<file path="config.mk">
export PLATFORM = sky130hd
export DESIGN_NAME = icache_loader
export DESIGN_NICKNAME = d
export VERILOG_FILES = /design/src/rtl/icache_loader.sv
export SDC_FILE = /design/constraint.sdc
export NUM_CORES = 1
export LEC_CHECK = 0
export CAP_MARGIN = 20
export CORE_ASPECT_RATIO = 0.8
export CORE_UTILIZATION = 50
export DETAILED_ROUTE_END_ITERATION = 8
export GPL_TIMING_DRIVEN = 1
export PLACE_DENSITY = 0.79
export SETUP_SLACK_MARGIN = 0.15
export SKIP_LAST_GASP = 1
export SLEW_MARGIN = 20
export SYNTH_ARGS = -nofsm -noshare
export SYNTH_HDL_FRONTEND = slang
export SYNTH_SLANG_ARGS = --single-unit
</file>
<file path="constraint.sdc">
create_clock -name clk -period 2.9 [get_ports clk]
set_input_delay 0.87 -clock clk [delete_from_list [all_inputs] [get_ports clk]]
set_output_delay 0.87 -clock clk [all_outputs]
set_load 0.02 [all_outputs]
</file>
<file path="src/rtl/icache_loader.sv">
// icache_loader: boot-time program loader.
// Consumes a little-endian byte stream (LEN_LO, LEN_HI, then N instructions
// as low/high byte pairs), writes each 16-bit instruction into the ICache and
// holds the core in reset until the image is complete.
// Optional feature macro: ICACHE_LOADER_CHECKSUM_EN adds a trailing XOR
// checksum byte and the sticky error flag.
module icache_loader #(
  parameter int DEPTH = 256
) (
  input  logic        clk,
  input  logic        rst,
  input  logic        byte_valid,
  input  logic [7:0]  byte_data,
  output logic        byte_ready,
  output logic        write_enable,
  output logic [31:0] write_instruction_index,
  output logic [15:0] write_instruction,
  output logic        cpu_hold,
  output logic        done,
  output logic        overflow,
  output logic        error
);

  typedef enum logic [2:0] {
    S_LEN_LO = 3'd0,
    S_LEN_HI = 3'd1,
    S_INS_LO = 3'd2,
    S_INS_HI = 3'd3,
`ifdef ICACHE_LOADER_CHECKSUM_EN
    S_CSUM   = 3'd4,
`endif
    S_DONE   = 3'd5
  } state_t;

  // State entered after the last instruction (or an empty image).
`ifdef ICACHE_LOADER_CHECKSUM_EN
  localparam state_t S_END = S_CSUM;
`else
  localparam state_t S_END = S_DONE;
`endif

  localparam logic [31:0] DEPTH_U = 32'(DEPTH);

  state_t      state_reg, state_next;
  logic [15:0] count_reg;
  logic [15:0] k_reg;
  logic [7:0]  lo_reg;
  logic        write_enable_reg;
  logic [31:0] index_reg;
  logic [15:0] instr_reg;
  logic        overflow_reg;
  logic        xfer;
  logic        last_ins;
  logic        k_in_range;

  assign byte_ready = (state_reg != S_DONE);
  assign xfer       = byte_valid && byte_ready;
  // 17-bit compare so that N=65535 terminates correctly.
  assign last_ins   = (({1'b0, k_reg} + 17'd1) == {1'b0, count_reg});
  assign k_in_range = ({16'd0, k_reg} < DEPTH_U);

  assign done                    = (state_reg == S_DONE);
  assign cpu_hold                = ~done;
  assign write_enable            = write_enable_reg;
  assign write_instruction_index = index_reg;
  assign write_instruction       = instr_reg;
  assign overflow                = overflow_reg;

  // Next-state logic: advance only on an accepted byte.
  always_comb begin
    state_next = state_reg;
    if (xfer) begin
      case (state_reg)
        S_LEN_LO: state_next = S_LEN_HI;
        S_LEN_HI: state_next = ({byte_data, count_reg[7:0]} == 16'd0) ? S_END : S_INS_LO;
        S_INS_LO: state_next = S_INS_HI;
        S_INS_HI: state_next = last_ins ? S_END : S_INS_LO;
`ifdef ICACHE_LOADER_CHECKSUM_EN
        S_CSUM:   state_next = S_DONE;
`endif
        default:  state_next = state_reg;
      endcase
    end
  end

  // State register and datapath: latch length/low byte, issue one-cycle writes.
  always_ff @(posedge clk) begin
    if (rst) begin
      state_reg        <= S_LEN_LO;
      count_reg        <= 16'd0;
      k_reg            <= 16'd0;
      lo_reg           <= 8'd0;
      write_enable_reg <= 1'b0;
      index_reg        <= 32'd0;
      instr_reg        <= 16'd0;
      overflow_reg     <= 1'b0;
    end else begin
      state_reg        <= state_next;
      write_enable_reg <= 1'b0;
      if (xfer) begin
        case (state_reg)
          S_LEN_LO: count_reg[7:0]  <= byte_data;
          S_LEN_HI: count_reg[15:8] <= byte_data;
          S_INS_LO: lo_reg          <= byte_data;
          S_INS_HI: begin
            instr_reg <= {byte_data, lo_reg};
            index_reg <= {16'd0, k_reg};
            k_reg     <= k_reg + 16'd1;
            if (k_in_range) write_enable_reg <= 1'b1;
            else            overflow_reg     <= 1'b1;
          end
          default: ;
        endcase
      end
    end
  end

`ifdef ICACHE_LOADER_CHECKSUM_EN
  logic [7:0] csum_reg;
  logic       error_reg;

  // Running XOR over length and instruction bytes; compare against the trailer.
  always_ff @(posedge clk) begin
    if (rst) begin
      csum_reg  <= 8'd0;
      error_reg <= 1'b0;
    end else if (xfer) begin
      if (state_reg == S_CSUM) begin
        if (byte_data != csum_reg) error_reg <= 1'b1;
      end else begin
        csum_reg <= csum_reg ^ byte_data;
      end
    end
  end

  assign error = error_reg;
`else
  assign error = 1'b0;
`endif

endmodule
</file>
==> metrics <==
unique cell type count in the Yosys netlist 54; most numerous cell in the Yosys netlist nand2_1; count of input and output buffers 47; Setup WS post-layout ~250 ps; Logic pwr share 7.6%; run status completed; Post-Route Setup TNS 0 ps; Worst VDD drop 0.000397 V; total congestion overflow after global routing 0; top fanout value on the critical path 12; Startpoint Class register; Period Utilization, post-route 91.5%; top cell type by total area after synthesis dfxtp_1; maximum achievable frequency ~0.38 GHz; Post-CTS Repair Setup Buffers 0; post-synthesis instance area 0.00365 sq mm; commonest cells in the netlist nand2_1 (126), dfxtp_1 (77), a21oi_1 (65); Worst Reg2Reg Path Length in Cells 7; maximum capacitance violations 0; Cell Rows 27; sw frac 26.6%; number of warning messages in the yosys log 0; Clock Skew 8.65 ps; Worst-Margin Slew 570 ps; Primary FF master, synth dfxtp_1; Worst-path clk slew 90 ps; Final Critical Period 2650 ps; fraction of final layout cells sized beyond drive strength 1 9.27%; maximum clock path buffer count 2; CTS tree done; Relative slew margins 62.0%; first-pass GRT wire length approximately 14 mm; unrepaired setup endpoints after global routing false; path type of the worst min-delay path reg2reg; number of H-tree levels 3; share of power burned in registers 52.0%; area enclosed by the die boundary ~0.0077 sq mm; minimum setup slack after placement 208 ps; area of the core 0.00696 sq mm; Final #Nets 514; count of hold buffers inserted by post-cts repair 0; Final setup viols 0; max-slew violation count 0; via count of the first global-routing pass 2,933; Clock Latency Late Sink 360 ps; number of enable-type register cells in the synthesized netlist 0; count of clock tree sinks just under 80; I/O pin count 65; Post-Synthesis Mean Instance Area 7.85 sq um; vias after detailed routing about 3,300; first-iteration detailed-routing DRC count 174; global placer's final weighted congestion approximately 0.89; synthesis-to-layout area growth 17.3%; Min-Delay Path Depth 2; fraction of power consumed by the clock network between 40% and 50%; fraction of the yosys area taken by sequential cells 42.2%; Leak 1.47 nW; DRC violations left 0; detailed-route wire length per cell 14.4 um; net load switching power 559 uW; Crit. End Element primary output; endpoint arrival time on the critical path between 1500 and 2000 ps; post-route ant nets 0; Chip Height 78.4 um; DP HPWL 6.07 mm; chip width 97.6 um; area share of the leading cell type in the synthesized netlist a little over two fifths; Initial Util 52.5%; number of vias per cell roughly 5.6; Detailed Routing Iterations Pass 1 4; cell chosen for the clock root clkbuf_8; cell count after synthesis 465; Inserted Diodes 0; pwr/cell area 491 mW/mm^2; Final Routed Wirelength 8.56 mm; endpoints failing hold 0; total routing usage reported by global routing a little under a quarter; pin count of the biggest net entering global routing 29; critical path type reg2out; #FFs+latches synth 77; Cell Area, Placed between 0.004 and 0.005 sq mm; Pint roughly 1.5 mW; async set-or-reset flop fraction in the synthesized netlist 0%; cell types occupying the most area after synthesis dfxtp_1 (42%), nand2_1 (13%), a21oi_1 (8.9%); number of buffers added by the clock tree synthesis step 9; Worst EP required 2030 ps; number of antenna violations at the first check in global routing 0; Post-Layout Inst Area between 0.004 and 0.005 sq mm
-- kinds of logic after synthesis --
| kind of cell | Yosys count | share of synthesized area (%) |
|---|---|---|
| buffers and inverters | 58 | 9.28 |
| AO/OA/AOI/OAI | 87 | 14.3 |
| XOR/XNOR | 29 | 6.95 |
| AND/OR/NAND/NOR | 211 | 26.6 |
| multiplexers | 1 | 0.274 |
| adder cells (fa/ha/maj) | 1 | 0.343 |
| flip-flops | 77 | 42.2 |
| other | 1 | 0.103 |
-- repair_timing --
action | in CTS | in global routing
setup endpoints to repair | 0 | 1
hold endpoints to repair | 0 | 0
gates resized for setup | 0 | 1
-- per-stage QoR --
step / instances / hold WS (ps) / utilization (%) / power [mW]
floorplan: 481 / 430 / - / 1.24
global placement: 578 / 441 / 58.6 / 1.27
detailed placement: 578 / 446 / 58.6 / 1.28
CTS: 594 / 457 / 61.6 / 2.11
global route: 594 / 477 / 61.6 / 2.18
finish: 594 / 454 / 61.6 / 2.10
-- routing by layer --
| metal | global-route usage [%] | vias to the layer above | wire [um] |
|---|---|---|---|
| met1 | 31.7 | 1554 | 3970 |
| met3 | 7.12 | 15 | 665 |
| met4 | 6.91 | 0 | 112 |
| met2 | 36.6 | 139 | 3810 |
| met5 | 0 | - | 0 |
| li1 | - | 1591 | - |
-- power by group through the flow --
| stage | logic, mW | clock network (mW) | registers (mW) |
|---|---|---|---|
| floorplan | 0.127 | 0 | 1.11 |
| global placement | 0.154 | 0 | 1.12 |
| detailed placement | 0.157 | 0 | 1.12 |
| CTS | 0.158 | 0.861 | 1.09 |
| global route | 0.176 | 0.906 | 1.10 |
| finish | 0.159 | 0.849 | 1.09 |
-- layout make-up --
cell class	instances	area [sq um]
clock buffers	9	124
fillers	638	2670
flip-flops and latches	77	1540
inverters	7	26.3
well taps	87	109
clock inverters	7	81.3
multi-input cells	346	1830
repair buffers	61	571
-- cells in the final DEF, fill, tap and decap left out, types with 3 or more instances in the layout --
cell / synthesis / final
or3_1: 4 / 4
nor3_1: 4 / 4
o21ai_0: 5 / 5
nand2_1: 126 / 126
o211ai_1: 3 / 3
conb_1: 1 / 17
nand4_1: 6 / 6
a211oi_2: 3 / 3
dfxtp_1: 77 / 76
nor4_1: 9 / 9
buf_4: 20 / 14
nand3_1: 8 / 8
a21oi_1: 65 / 65
clkbuf_8: 1 / 9
xnor2_1: 18 / 18
xor2_1: 11 / 11
nand2b_1: 4 / 4
nor2_1: 29 / 29
clkdlybuf4s50_1: 0 / 46
inv_1: 6 / 6
-- worst paths after layout --
kind	from	end	slack, ps
worst max register to register	k_reg[1]	state_reg[1]	490
worst min register to register	lo_reg[0]	write_instruction[0]	450
worst max-delay path	state_reg[1]	done	250
worst min-delay path	lo_reg[0]	write_instruction[0]	450
-- worst max-delay path: stages (launching register included) --
cell and delay, ps:
dfxtp_1 420, or2_2 360, inv_1 60, clkdlybuf4s50_1 590
Power figures use the tool's default switching activity.
